==> src/rtl/iic_nco_quad.sv <==
// rtl/iic_nco_quad.sv - quadrature NCO: phase accumulator, quarter-wave LUT, 2-stage sin/cos pipeline
module iic_nco_quad #(
    parameter int  BW        = 16,
    parameter int  PHASE_W   = 24,
    parameter int  LUT_SIZE  = 6,
    parameter real SINE_AMPL = 0.9
) (
    input  logic                       clk_i,
    input  logic                       rst_i,
    input  logic                       en_i,
    input  logic                       data_rd_i,
    input  logic                       sync_i,
    input  logic [PHASE_W-1:0]         freq_i,
    input  logic [LUT_SIZE-1:0]        phase_ofs_i,
    input  logic [3:0]                 atten_i,
    output logic signed [BW-1:0]       sin_o,
    output logic signed [BW-1:0]       cos_o,
    output logic                       valid_o
);
    localparam int  N  = 2 ** LUT_SIZE;
    localparam int  Q  = N / 4 + 1;
    localparam int  AW = LUT_SIZE - 2;
    localparam real PI = 3.14159265358979323846;

    function automatic logic [Q*BW-1:0] build_lut();
        logic [Q*BW-1:0] t;
        real             pk;
        t  = '0;
        pk = SINE_AMPL * (2.0 ** (BW - 1) - 1.0);
        for (int k = 0; k < Q; k++) begin
            t[k*BW +: BW] = BW'($rtoi(pk * $sin(k * 2.0 * PI / N)));
        end
        return t;
    endfunction

    localparam logic [Q*BW-1:0] LUT_ROM = build_lut();

    // Mirror the quarter wave through the quadrant bits of the full-wave index.
    function automatic logic signed [BW-1:0] quad_lookup(input logic [LUT_SIZE-1:0] i);
        logic [1:0]             qd;
        logic [AW-1:0]          a;
        logic [AW:0]            k;
        logic signed [BW-1:0]   mag;
        qd  = i[LUT_SIZE-1 -: 2];
        a   = i[AW-1:0];
        k   = qd[0] ? ((AW+1)'(N / 4) - {1'b0, a}) : {1'b0, a};
        mag = LUT_ROM[k*BW +: BW];
        return qd[1] ? -mag : mag;
    endfunction

    logic [PHASE_W-1:0]    acc;
    logic [PHASE_W-1:0]    acc_nx;
    logic [LUT_SIZE-1:0]   sin_idx;
    logic [LUT_SIZE-1:0]   cos_idx;
    logic signed [BW-1:0]  s1_sin;
    logic signed [BW-1:0]  s1_cos;
    logic                  v1;

    // Stage 1 looks up the post-update phase so a read's sample lands two edges later.
    always_comb begin
        acc_nx = acc;
        if (sync_i) begin
            acc_nx = '0;
        end else if (en_i && data_rd_i) begin
            acc_nx = acc + freq_i;
        end
    end

    assign sin_idx = acc_nx[PHASE_W-1 -: LUT_SIZE] + phase_ofs_i;
    assign cos_idx = sin_idx + LUT_SIZE'(N / 4);

    always_ff @(posedge clk_i) begin
        if (rst_i) begin
            acc     <= '0;
            s1_sin  <= '0;
            s1_cos  <= '0;
            v1      <= 1'b0;
            sin_o   <= '0;
            cos_o   <= '0;
            valid_o <= 1'b0;
        end else begin
            acc     <= acc_nx;
            s1_sin  <= en_i ? quad_lookup(sin_idx) : '0;
            s1_cos  <= en_i ? quad_lookup(cos_idx) : '0;
            v1      <= en_i & data_rd_i;
            sin_o   <= s1_sin >>> atten_i;
            cos_o   <= s1_cos >>> atten_i;
            valid_o <= v1;
        end
    end
endmodule

==> config.mk <==
export PLATFORM = sky130hd
export DESIGN_NAME = iic_nco_quad
export DESIGN_NICKNAME = d
export VERILOG_FILES = /design/src/rtl/iic_nco_quad.sv
export SDC_FILE = /design/constraint.sdc
export NUM_CORES = 1
export LEC_CHECK = 0
export BUFFER_PORTS_ARGS = -buffer_cell sky130_fd_sc_hd__buf_2
export CELL_PAD_IN_SITES_DETAIL_PLACEMENT = 0
export CELL_PAD_IN_SITES_GLOBAL_PLACEMENT = 1
export CORE_MARGIN = 2
export CORE_UTILIZATION = 45
export CTS_CLUSTER_SIZE = 25
export DETAILED_ROUTE_END_ITERATION = 12
export GPL_TIMING_DRIVEN = 0
export PLACE_DENSITY = 0.81
export SETUP_SLACK_MARGIN = 0.05
export SLEW_MARGIN = 20
export SYNTH_ARGS = -nofsm -noshare
export SYNTH_HDL_FRONTEND = slang
export SYNTH_SLANG_ARGS = --single-unit
==> constraint.sdc <==
create_clock -name clk_i -period 9.1 [get_ports clk_i]
set_clock_uncertainty 0.15 [all_clocks]
set_input_delay 0.91 -clock clk_i [delete_from_list [all_inputs] [get_ports clk_i]]
set_output_delay 0.91 -clock clk_i [all_outputs]
set_load 0.1 [all_outputs]
# Yosys cells after proc, flatten, opt, wreduce, memory -nomap -nowiden
# Index checks and enable logic that the tools add are counted.
word_totals:
  reg_bits: 90
  latch_bits: 0
  ramBits: 0
  mem_bits_ro: 0
  output_inout_bits: 33
  mem_count: 0
op_classes:
  n_addsub: 7
  n_mul: 0
  div: 0
  magnitude_cmp: 0
  n_eq_ne: 0
  shifts: 4
  muxes: 6
  bitwise_logic: 2
  reduce_logical: 3
op_table:
  columns: ["op", "n"]
  rows:
  - ["$shiftx A272 B10 Y16 const A", 2]
  - ["$mux W24", 2]
  - ["$mux W16", 2]
  - ["$neg A16 Y16", 2]
  - ["$sshr A16 B4 Y16", 2]
  - ["$add A24 B24 Y24", 1]
  - ["$mux W5", 2]
  - ["$sub A5 B4 Y5 const A", 2]
  - ["$add A6 B5 Y6 const B", 1]
  - ["$add A6 B6 Y6", 1]
  - ["$reduce_or A2 Y1", 2]
  - ["$and A1 B1 Y1", 1]
  - ["$logic_and A1 B1 Y1", 1]
  - ["$not A1 Y1", 1]

# Depth between registers and ports, before layout
# Gate-level depths: netlist (run 1).
depth:
  depth_word: 10
  depth_mapped: 28
  mapped_depth_nobuf: 28

# Worst setup path before layout (run 1)
# OpenSTA, ideal clock, no wires.
synth_path:
  path_type: "input to register"
  from: "input port freq_i[0]"
  to: "register s1_cos[10]"
  setup_ns: 0.071
  arrival_ns: 6.571
  path_slack_ns: 2.309
  path_stages: 28
  path_cell_list: "ha_1 > fa_1 > a21o_1 > a21oi_1 > o21bai_1 > a21oi_1 > o31a_1 > o21ai_0 > a31oi_1 > xnor2_1 > mux2i_1 > nor2_1 > ha_1 > fa_1 > inv_1 > ha_1 > clkbuf_1 > inv_1 > a211o_1 > and2_1 > buf_2 > o31ai_1 > o32a_1 > ha_1 > o2111ai_1 > or3_1 > a21o_1 > a21oi_1"
synth_via:
  elab_chain_cells: 10
synth_lines:
  columns: ["item", "line", "source"]
  rows:
  - ["start: declaration", "13", "input logic [PHASE_W-1:0] freq_i,"]
  - ["$add A24 B24 Y24 (*)", "65", "acc_nx = acc + freq_i;"]
  - ["$mux W24 (*)", "64", "end else if (en_i && data_rd_i) begin"]
  - ["$mux W24 (*)", "62", "if (sync_i) begin"]
  - ["named net acc_nx[18]", "52", "logic [PHASE_W-1:0] acc_nx;"]
  - ["$add A6 B6 Y6 (*)", "69", "assign sin_idx = acc_nx[PHASE_W-1 -: LUT_SIZE] + phase_ofs_i;"]
  - ["$add A6 B5 Y6 (*)", "70", "assign cos_idx = sin_idx + LUT_SIZE'(N / 4);"]
  - ["$sub A5 B4 Y5", "46", "k = qd[0] ? ((AW+1)'(N / 4) - {1'b0, a}) : {1'b0, a};"]
  - ["$mux W5", "46", null]
  - ["$shiftx A272 B10 Y16", "47", "mag = LUT_ROM[k*BW +: BW];"]
  - ["$neg A16 Y16", "48", "return qd[1] ? -mag : mag;"]
  - ["$mux W16 (*)", "48", null]
  - ["end signal: assignment", "84", "s1_cos <= en_i ? quad_lookup(cos_idx) : '0;"]
  - ["end: declaration", "56", "logic signed [BW-1:0] s1_cos;"]
# The timed path passes the listed nets; every way through them passes the cells marked *.
# A chain may end at the register's enable or synchronous reset.

# Final worst setup path (run 1)
layout_path:
  from: "input port freq_i[0]"
  to: "register s1_cos[14]"
# Same word-level chain as after synthesis.

==> run_results.csv, run 1 <==
group,metric,value,unit
power_and_ir_drop,p_per_area,188,nW/um2
route,dr_wl_met2,8810,um
floorplanning,initial_core_util,0.461,
critical_path,cpPeakStageDelay,0.57,ns
cells_and_area,fillCellCount,1597,
route,top_layer,"met4",
power_and_ir_drop,power_leakage,3.47,nW
sta,fin_tns_setup,0,ns
clocking,cts_resized,0,
yosys,synth_top_area_share,0.246,
yosys,ys_warn_count,0,
sta,setup_viol,0,
critical_path,critPathKind,"in2reg",
power_and_ir_drop,pwr-share-comb,0.449,
yosys,ys_ff_latch,90,
cells_and_area,multi_input_area,5200,um2
sta,whs,0.292,ns
yosys,ys_seq_area_frac,0.246,
place,dp.cells,1210,
floorplanning,coreArea,15900,um2
critical_path,arrival,7.84,ns
job,maxCapViolations,0,
clocking,clkSinkCount,90,
yosys,syn_nets,1010,
global_routing,antenna_found_initial,0,
global_routing,grt_first_pass_wirelength,32100,um
route,num_vias,6875,
critical_path,worst_path_max_delay_cell,"fa_1",
clocking,cts-hold-fix-buffers,0,
cells_and_area,seqCellArea,1800,um2
route,first_iter_violations,427,
sta,drv_slew,0,
critical_path,worstPathMaxFanout,10,
route,drc,0,
route,wl_met3,720,um
floorplanning,die-height,132,um
critical_path,critPathCaptureType,"flop",
yosys,synthDominantAreaCellType,"dfxtp_1",
power_and_ir_drop,p_sw,0.629,mW
clocking,root_buffer,"clkbuf_16",
clocking,clk_path_buf_depth,2,
sta,hold_viol,0,
sta,period_share,0.853,
sta,maxSlewHeadroom,0.380,
route,first_pass_iters,5,
floorplanning,ios,72,
sta,fmax,0.129,GHz
critical_path,cp-start-kind,"input pin",
critical_path,critPathRequiredTime,9.18,ns
floorplanning,rows,46,
floorplanning,die_area,17300,um2
yosys,async_flop_share,0,
status,status,"finished, final reports clean",
power_and_ir_drop,ir_drop,0.103,mV
route,wl_met1,9690,um
cells_and_area,area_delta_synth_final,12.5,%
global_routing,grt.overflow.total,0,
yosys,netlist_top_cells_area,"dfxtp_1, ha_1, a21oi_1",
clocking,clk_latency,0.35,ns
place,gp_congestion,0.906,
clocking,post-cts-setup-buffers,0,
min_path,hp-class,"reg2reg",
clocking,htreeDepth,3,
cells_and_area,final_area,8240,um2
route,ant_nets,0,
sta,tightest_slew,0.922,ns
place,placed_area,7920,um2
power_and_ir_drop,clockPowerShare,0.257,
sta,rsz0062_at_grt,"no",
critical_path,cpMostUsedCell,"ha_1",
sta,min_period,7.76,ns
yosys,synth-edff-count,0,
clocking,numCtsBuffers,9,
clocking,path_clk_slew,0.06,ns
power_and_ir_drop,p_seq_frac,0.293,
yosys,synth_area,7320,um2
power_and_ir_drop,swShare,0.407,
power_and_ir_drop,p_int,0.917,mW
place,dp_hpwl,15200,um
yosys,synthFlopType,"dfxtp_1",
global_routing,grt_max_degree,16,
global_routing,grt_pass1_vias,6325,
clocking,cts_tree,"done",
cells_and_area,drive_gt1_frac,0.147,
yosys,syn_avg_cell_area,7.89,um2
place,io_buffer_count,66,
route,viasPerCell,5.61,
cells_and_area,n_antenna_cell,0,
yosys,syn_inst,928,
floorplanning,die_w,132,um
cells_and_area,nNetsFinal,1087,
global_routing,grt_util_all_layers,0.222,
route,wirelength,19400,um
yosys,synth.distinct_cells,86,
cells_and_area,layout.cells.non_filler,1225,
route,avgRoutedWirePerCell,15.8,um
-- area by class of cell --
cell class | instances | share of cell area
flip-flops and latches | 90 | 0.219
multi-input cells | 760 | 0.632
plain buffers | 56 | 0.0283
clock buffers | 9 | 0.0273
inverters | 22 | 0.0100
repair buffers | 66 | 0.0401
clock inverters | 6 | 0.0111
well taps | 216 | 0.0328
-- worst max-delay path, delay by kind of cell --
family | cells | cell delay, ns
multiplexers | 1 | 0.19
AO/OA/AOI/OAI | 12 | 2.90
XOR/XNOR | 1 | 0.09
buffers and inverters | 5 | 1.03
AND/OR/NAND/NOR | 4 | 0.77
adder cells (fa/ha/maj) | 6 | 1.96
-- power by group through the flow --
stage | sequential, mW | clock, mW | combinational (mW)
5_1_grt | 0.458 | 0.423 | 0.761
3_3_place_gp | 0.461 | 0 | 0.685
6_report | 0.454 | 0.398 | 0.695
4_1_cts | 0.454 | 0.406 | 0.688
3_5_place_dp | 0.463 | 0 | 0.685
2_1_floorplan | 0.542 | 0 | 0.464
-- final timing paths --
path / from / endpoint / slack [ns] / depth (start not counted)
worst max-delay path: freq_i[0] / s1_cos[14]$_SDFF_PP0_ / 1.34 / 29
worst min-delay path: v1$_SDFF_PP0_ / valid_o$_SDFF_PP0_ / 0.29 / 1
worst min register to register: v1$_SDFF_PP0_ / valid_o$_SDFF_PP0_ / 0.29 / 1
worst max register to register: acc[0]$_SDFFE_PP0P_ / s1_cos[14]$_SDFF_PP0_ / 1.72 / 28
-- cells in the mapped netlist, drive strengths merged (10+ instances only) --
cell type,number
buf,15
a211oi,23
nand2,111
mux2,11
a21o,24
dfxtp,90
nor3,35
o21a,16
inv,21
o211ai,10
nor2,95
o31ai,10
a31oi,14
mux4,16
mux2i,23
o21ai,49
xor2,11
xnor2,30
nand3,22
a21oi,85
ha,41
clkbuf,41
-- cell usage in the layout (no fill, tap or decap), types with 16 or more instances in the layout --
cell and instances:
clkbuf_1 41, nor2_1 94, buf_2 75, mux2i_1 23, inv_1 18, nor3_1 33, a21o_1 24, o21a_1 16
dfxtp_1 90, nand2_1 110, a211oi_1 21, o21ai_0 44, xnor2_1 27, a21oi_1 83, mux4_2 16, ha_1 41
nand3_1 21
-- registers in the layout, indices dropped and copies added (netlist names) --
register	flops
acc	24
cos_o	16
s1_cos	16
s1_sin	16
sin_o	16
v1	1
valid_o	1
-- per-stage QoR --
| step | utilization | worst slack (ns) | power (mW) |
|---|---|---|---|
| after floorplan | - | 2.31 | 1.01 |
| after global placement | 0.499 | 1.11 | 1.15 |
| after detailed placement | 0.499 | 1.15 | 1.15 |
| after CTS | 0.519 | 1.46 | 1.55 |
| after global routing | 0.519 | 0.889 | 1.64 |
| final | 0.519 | 1.34 | 1.55 |
-- per-layer routing --
layer  track usage  vias up
li1              -     3572
met1         0.312     3131
met2         0.364      159
met3        0.0258       13
met4        0.0501        0
met5             0        -
-- cells by family (layout without fill, tap and decap cells) --
family,after synthesis,count (layout),synth area share
mux,50,50,0.0981
xor+xnor,41,41,0.0532
compound gates,289,289,0.267
fa+ha+maj,43,43,0.0756
flops,90,90,0.246
buf+inv,78,159,0.0431
simple gates,337,337,0.217
Note: power is estimated with default switching activity, not from simulation.
==> run 2, diff against run 1 <==
GPL_TIMING_DRIVEN = 1   (was 0)
==> run 2 against run 1 <==
Effect of this change:
- non-clock buffer count shrank 45
- final area shrank 2.0%
- routed wire length shrank 4.9%
- largest cell class unchanged
- largest power group unchanged
- critical path type unchanged
- die area is the same
- count of clock-buffer cells in the layout grew 1
==> run_results.csv, run 2 (same netlist as run 1, synthesis figures left out) <==
group,metric,value,unit
status,status,"finished, final reports clean",
critical_path,critPathKind,"in2reg",
place,gp_congestion,0.905,
critical_path,timing.critical_path.buf_inv,2,
place,pre_cts_slack,1.33,ns
power_and_ir_drop,p_sw,0.631,mW
critical_path,cp-start-kind,"input pin",
sta,setup_viol,0,
critical_path,critical_path_depth,26,
cells_and_area,final_common_cell,"nand2_1",
power_and_ir_drop,pwr-share-comb,0.444,
cells_and_area,fillCellCount,1569,
route,num_vias,6718,
clocking,clk_path_buf_depth,2,
cells_and_area,nNetsFinal,1042,
route,ant_nets,0,
critical_path,worst_path_max_delay_cell,"nor2_1",
power_and_ir_drop,power_leakage,3.42,nW
cells_and_area,multi_input_area,5200,um2
clocking,path_clk_slew,0.07,ns
power_and_ir_drop,swShare,0.414,
sta,hold_viol,0,
sta,tightest_slew,1.20,ns
clocking,cts_tree,"done",
global_routing,grt_pass1_vias,6000,
power_and_ir_drop,p_int,0.894,mW
cells_and_area,largest_register_ffs,24,
floorplanning,initial_core_util,0.461,
global_routing,grt_util_all_layers,0.210,
min_path,whs_path_depth,2,
clocking,clkSinkCount,90,
min_path,min_from,"acc[14]$_SDFFE_PP0P_",
cells_and_area,seqCellArea,1800,um2
critical_path,rrSetupSlack,1.95,ns
clocking,htreeDepth,3,
power_and_ir_drop,p_seq_frac,0.299,
job,maxCapViolations,0,
cells_and_area,n_antenna_cell,0,
sta,fin_ws,1.59,ns
floorplanning,die_area,17300,um2
floorplanning,ios,72,
sta,fmax,0.133,GHz
min_path,hold_end,"acc[14]$_SDFFE_PP0P_",
power_and_ir_drop,p_per_area,189,nW/um2
route,first_pass_iters,5,
cells_and_area,area_delta_synth_final,10.3,%
clocking,clk_latency,0.35,ns
route,viasPerCell,5.69,
critical_path,crit_family,"compound AO/OA/AOI/OAI gates",
min_path,hp-class,"reg2reg",
sta,drv_slew,0,
clocking,cts-hold-fix-buffers,0,
sta,maxSlewHeadroom,0.188,
cells_and_area,layout_common_cells,"nand2_1, nor2_1, dfxtp_1",
place,dp_hpwl,13800,um
sta,rsz0062_at_grt,"no",
floorplanning,rows,46,
critical_path,reg2reg_from,"acc[0]$_SDFFE_PP0P_",
power_and_ir_drop,ir_drop,0.115,mV
critical_path,cpMostUsedCell,"ha_1",
global_routing,grt_first_pass_wirelength,30400,um
critical_path,worstPathMaxFanout,13,
clocking,root_buffer,"clkbuf_16",
cells_and_area,layout.cells.non_filler,1181,
clocking,cts_resized,0,
critical_path,critPathRequiredTime,9.20,ns
route,drc,0,
power_and_ir_drop,clockPowerShare,0.257,
critical_path,critPathCaptureType,"flop",
critical_path,worstReg2RegEnd,"s1_cos[10]$_SDFF_PP0_",
route,wirelength,18400,um
route,avgRoutedWirePerCell,15.6,um
critical_path,arrival,7.61,ns
cells_and_area,drive_gt1_frac,0.153,
clocking,numCtsBuffers,9,
sta,min_period,7.51,ns
cells_and_area,regMostFlops,"acc",
floorplanning,die-height,132,um
sta,fin_tns_setup,0,ns
place,io_buffer_count,71,
floorplanning,coreArea,15900,um2
clocking,post-cts-setup-buffers,0,
global_routing,grt_max_degree,35,
sta,period_share,0.825,
critical_path,cpPeakStageDelay,0.67,ns
cells_and_area,post-route-util,0.508,
route,first_iter_violations,420,
floorplanning,die_w,132,um
global_routing,grt.overflow.total,0,
place,dp.cells,1165,
critical_path,rr_worst_depth,25,
global_routing,antenna_found_initial,0,
-- run 2: cell count changes in the layout (fill, tap and decap cells not counted), sizes merged --
| cell | delta |
|---|---|
| clkbuf | -40 |
| buf | -4 |
| clkinv | +3 |
| clkinvlp | -2 |
| bufinv | -1 |
-- run 2: final cells by class --
| class | count | area share |
|---|---|---|
| Inverter | 22 | 0.0102 |
| Tap cell | 216 | 0.0335 |
| Multi-Input combinational cell | 760 | 0.645 |
| Sequential cell | 90 | 0.223 |
| Timing Repair Buffer | 77 | 0.0496 |
| Clock buffer | 10 | 0.0296 |
| Clock inverter | 6 | 0.00915 |
-- run 2: metrics by stage --
| stage | total power, mW | area (um2) | hold WS (ns) |
|---|---|---|---|
| final | 1.53 | 8070 | 0.307 |
| after global routing | 1.62 | 8070 | 0.322 |
| after CTS | 1.53 | 8070 | 0.309 |
| after detailed placement | 1.13 | 7760 | 0.299 |
| after global placement | 1.13 | 7760 | 0.268 |
| after floorplan | 1.01 | 7320 | 0.264 |
-- run 2: tightest hold or removal path, delay by kind of cell (launching register included) --
| family | cells | cell delay (ns) |
|---|---|---|
| compound gates | 1 | 0.05 |
| simple gates | 1 | 0.05 |
| flops | 1 | 0.31 |
-- run 2: metal layers --
layer,vias to the layer above,share of wire,GRT usage
met3,19,0.039,0.0266
met5,-,0,0
met4,0,0.014,0.0568
met2,159,0.44,0.328
met1,3062,0.51,0.303
li1,3478,-,-
-- run 2: worst max-delay path by stage --
stage,from,endpoint,slack [ns]
final,freq_i[0],s1_cos[10]$_SDFF_PP0_,1.59
after global routing,freq_i[0],s1_cos[10]$_SDFF_PP0_,1.02
after CTS,freq_i[0],s1_sin[10]$_SDFF_PP0_,1.67
after detailed placement,freq_i[0],s1_sin[10]$_SDFF_PP0_,1.33
after global placement,freq_i[0],s1_sin[10]$_SDFF_PP0_,1.43
after floorplan,freq_i[0],s1_cos[10]$_SDFF_PP0_,2.31
-- run 2: power by group through the flow --
stage / sequential [mW] / combinational, mW / clock, mW
finish: 0.456 / 0.678 / 0.392
global route: 0.460 / 0.740 / 0.416
CTS: 0.456 / 0.671 / 0.400
detailed placement: 0.464 / 0.668 / 0
global placement: 0.463 / 0.671 / 0
floorplan: 0.542 / 0.464 / 0
==> run 3, diff against run 2 <==
ABC_AREA = 1   (was not set)
CORE_UTILIZATION = 38   (was 45)
PLACE_DENSITY = 0.77   (was 0.81)
clock period = 6.8 ns   (was 9.1 ns; I/O delays follow)
==> run 3 against run 2 <==
Effect of this change:
- hold slack worse by 0.057 ns
- final area fell by 3.9%
- flip-flop and latch count is the same
- count of clock-buffer cells in the layout rose by 3
- sequential share of layout area increased by 0.90 points
- synthesized area shrank 4.5%
- routed wire length down 2.3%
- non-clock buffer count is 1 lower
- register-to-register slack got worse by 0.94 ns
- critical path type unchanged
- largest power group unchanged
==> run_results.csv, run 3 <==
group,metric,value,unit
yosys,syn_inst,1113,
cells_and_area,layout_common_cells,"nand2_1, nand3_1, inv_1",
floorplanning,coreArea,18000,um2
floorplanning,die_w,140,um
cells_and_area,n_antenna_cell,0,
floorplanning,rows,49,
power_and_ir_drop,ir_drop,0.178,mV
clocking,cts_resized,0,
clocking,post-cts-setup-buffers,0,
yosys,synth-edff-count,0,
route,drc,0,
route,num_vias,6953,
critical_path,worst_path_max_delay_cell,"fa_1",
floorplanning,die-height,140,um
cells_and_area,area_delta_synth_final,11.0,%
yosys,ys_ff_latch,90,
yosys,syn_nets,1195,
power_and_ir_drop,power_leakage,4.04,nW
yosys,synth.distinct_cells,43,
global_routing,grt_first_pass_wirelength,31100,um
critical_path,cp-start-kind,"input pin",
route,first_pass_iters,7,
cells_and_area,drive_gt1_frac,0.120,
place,dp_hpwl,14200,um
route,viasPerCell,5.00,
job,maxCapViolations,0,
critical_path,critPathKind,"in2reg",
clocking,clk_latency,0.34,ns
sta,drv_slew,0,
yosys,yosysMostFrequentCell,"nand2_1",
sta,hold_viol,0,
route,ant_nets,0,
floorplanning,initial_core_util,0.388,
critical_path,critPathRequiredTime,6.92,ns
global_routing,grt_util_all_layers,0.188,
clocking,path_clk_slew,0.06,ns
cells_and_area,final_area,7760,um2
global_routing,antenna_found_initial,0,
floorplanning,die_area,19500,um2
yosys,synth_top_area_share,0.258,
critical_path,worstPathMaxFanout,18,
clocking,numCtsBuffers,9,
yosys,synth_area,6990,um2
cells_and_area,largest_register_ffs,24,
global_routing,grt_pass1_vias,6410,
yosys,synthFlopType,"dfxtp_1",
yosys,ys_seq_area_frac,0.258,
clocking,clkSinkCount,90,
clocking,htreeDepth,3,
critical_path,arrival,6.04,ns
cells_and_area,fillCellCount,1992,
sta,maxSlewHeadroom,0.506,
critical_path,cpPeakStageDelay,0.60,ns
power_and_ir_drop,p_per_area,247,nW/um2
cells_and_area,regMostFlops,"acc",
sta,fmax,0.169,GHz
place,placed_area,7470,um2
status,status,"finished, final reports clean",
min_path,hp-class,"reg2reg",
global_routing,grt_max_degree,37,
sta,period_share,0.871,
yosys,ys_warn_count,0,
sta,min_period,5.92,ns
clocking,cts-hold-fix-buffers,0,
sta,fin_tns_setup,0,ns
yosys,synthDominantAreaCellType,"dfxtp_1",
yosys,netlist_top_cells_count,"nand2_1, nand3_1, inv_1",
clocking,root_buffer,"clkbuf_16",
clocking,cts_tree,"done",
yosys,async_flop_share,0,
floorplanning,ios,72,
sta,setup_viol,0,
sta,tightest_slew,0.740,ns
route,first_iter_violations,505,
cells_and_area,nNetsFinal,1238,
place,io_buffer_count,71,
cells_and_area,final_common_cell,"nand2_1",
route,avgRoutedWirePerCell,13.0,um
critical_path,critPathCaptureType,"flop",
route,wirelength,18000,um
clocking,clk_path_buf_depth,2,
yosys,netlist_top_cells_area,"dfxtp_1, nand2_1, ha_1",
yosys,syn_avg_cell_area,6.28,um2
sta,rsz0062_at_grt,"no",
place,gp_congestion,0.848,
critical_path,cpMostUsedCell,"nand2_1",
global_routing,grt.overflow.total,0,
==> run 3: changes by cell type after synthesis, sizes merged, moves of 16 or more <==
cell    previous run  this run
a211oi            23         5
a21o              24         5
inv               21       102
mux4              16         0
nand2            111       364
nand3             22       114
nor2              95        79
nor3              35         6
o21ai             49        93
xnor2             30         7
==> run 3: cell type report <==
type	count	area, um2	share of cell area
clock buffers	13	260	0.0335
clock inverters	3	22.5	0.00290
inverters	106	400	0.0516
multi-input cells	873	4590	0.592
flip-flops and latches	90	1800	0.232
well taps	229	287	0.0369
repair buffers	76	393	0.0506
==> run 3: final timing paths <==
check | startpoint | to | slack (ns) | cells after the start
worst min-delay path | v1$_SDFF_PP0_ | valid_o$_SDFF_PP0_ | 0.25 | 2
worst max-delay path | freq_i[0] | s1_sin[12]$_SDFF_PP0_ | 0.88 | 31
worst min register to register | v1$_SDFF_PP0_ | valid_o$_SDFF_PP0_ | 0.25 | 2
worst max register to register | acc[0]$_SDFFE_PP0P_ | s1_sin[12]$_SDFF_PP0_ | 1.01 | 30
==> run 3: cells by family (layout without fill, tap and decap cells) <==
logic type	Yosys count	after routing	share of synthesized area
adders and majority gates	43	43	0.0791
muxes	11	11	0.0158
DFF	90	90	0.258
and+or+nand+nor	582	582	0.366
buffers and inverters	150	198	0.0854
AOI/OAI and AO/OA	220	220	0.175
xor gates and xnor gates	17	17	0.0213
==> run 3: stage by stage <==
stage | hold WS [ns] | util | instances | total power, mW | worst slack (ns)
floorplan | 0.238 | - | 1113 | 1.29 | 1.42
global placement | 0.242 | 0.415 | 1374 | 1.46 | 0.749
detailed placement | 0.243 | 0.415 | 1374 | 1.46 | 0.566
CTS | 0.251 | 0.430 | 1390 | 1.93 | 0.896
global route | 0.278 | 0.430 | 1390 | 2.08 | 0.322
finish | 0.250 | 0.430 | 1390 | 1.92 | 0.880
==> run 3: per-layer routing <==
layer / GRT usage / up-vias / part of all wire
met2: 0.288 / 122 / 0.42
met4: 0.0400 / 0 / 0.011
met5: 0 / - / 0
li1: - / 3751 / -
met3: 0.0292 / 14 / 0.037
met1: 0.280 / 3066 / 0.53
==> run 3: critical path: cells and delay by family <==
kind / cells / cell delay [ns]
AO/OA/AOI/OAI: 9 / 1.53
buffers and inverters: 4 / 0.44
adder cells (fa/ha/maj): 6 / 1.96
AND/OR/NAND/NOR: 12 / 1.42
==> run 3: power by group <==
part	total [mW]	switching, mW	internal (mW)
clock	0.465	0.196	0.269
sequential	0.594	0.0200	0.574
combinational	0.857	0.607	0.250
total	1.92	0.823	1.09
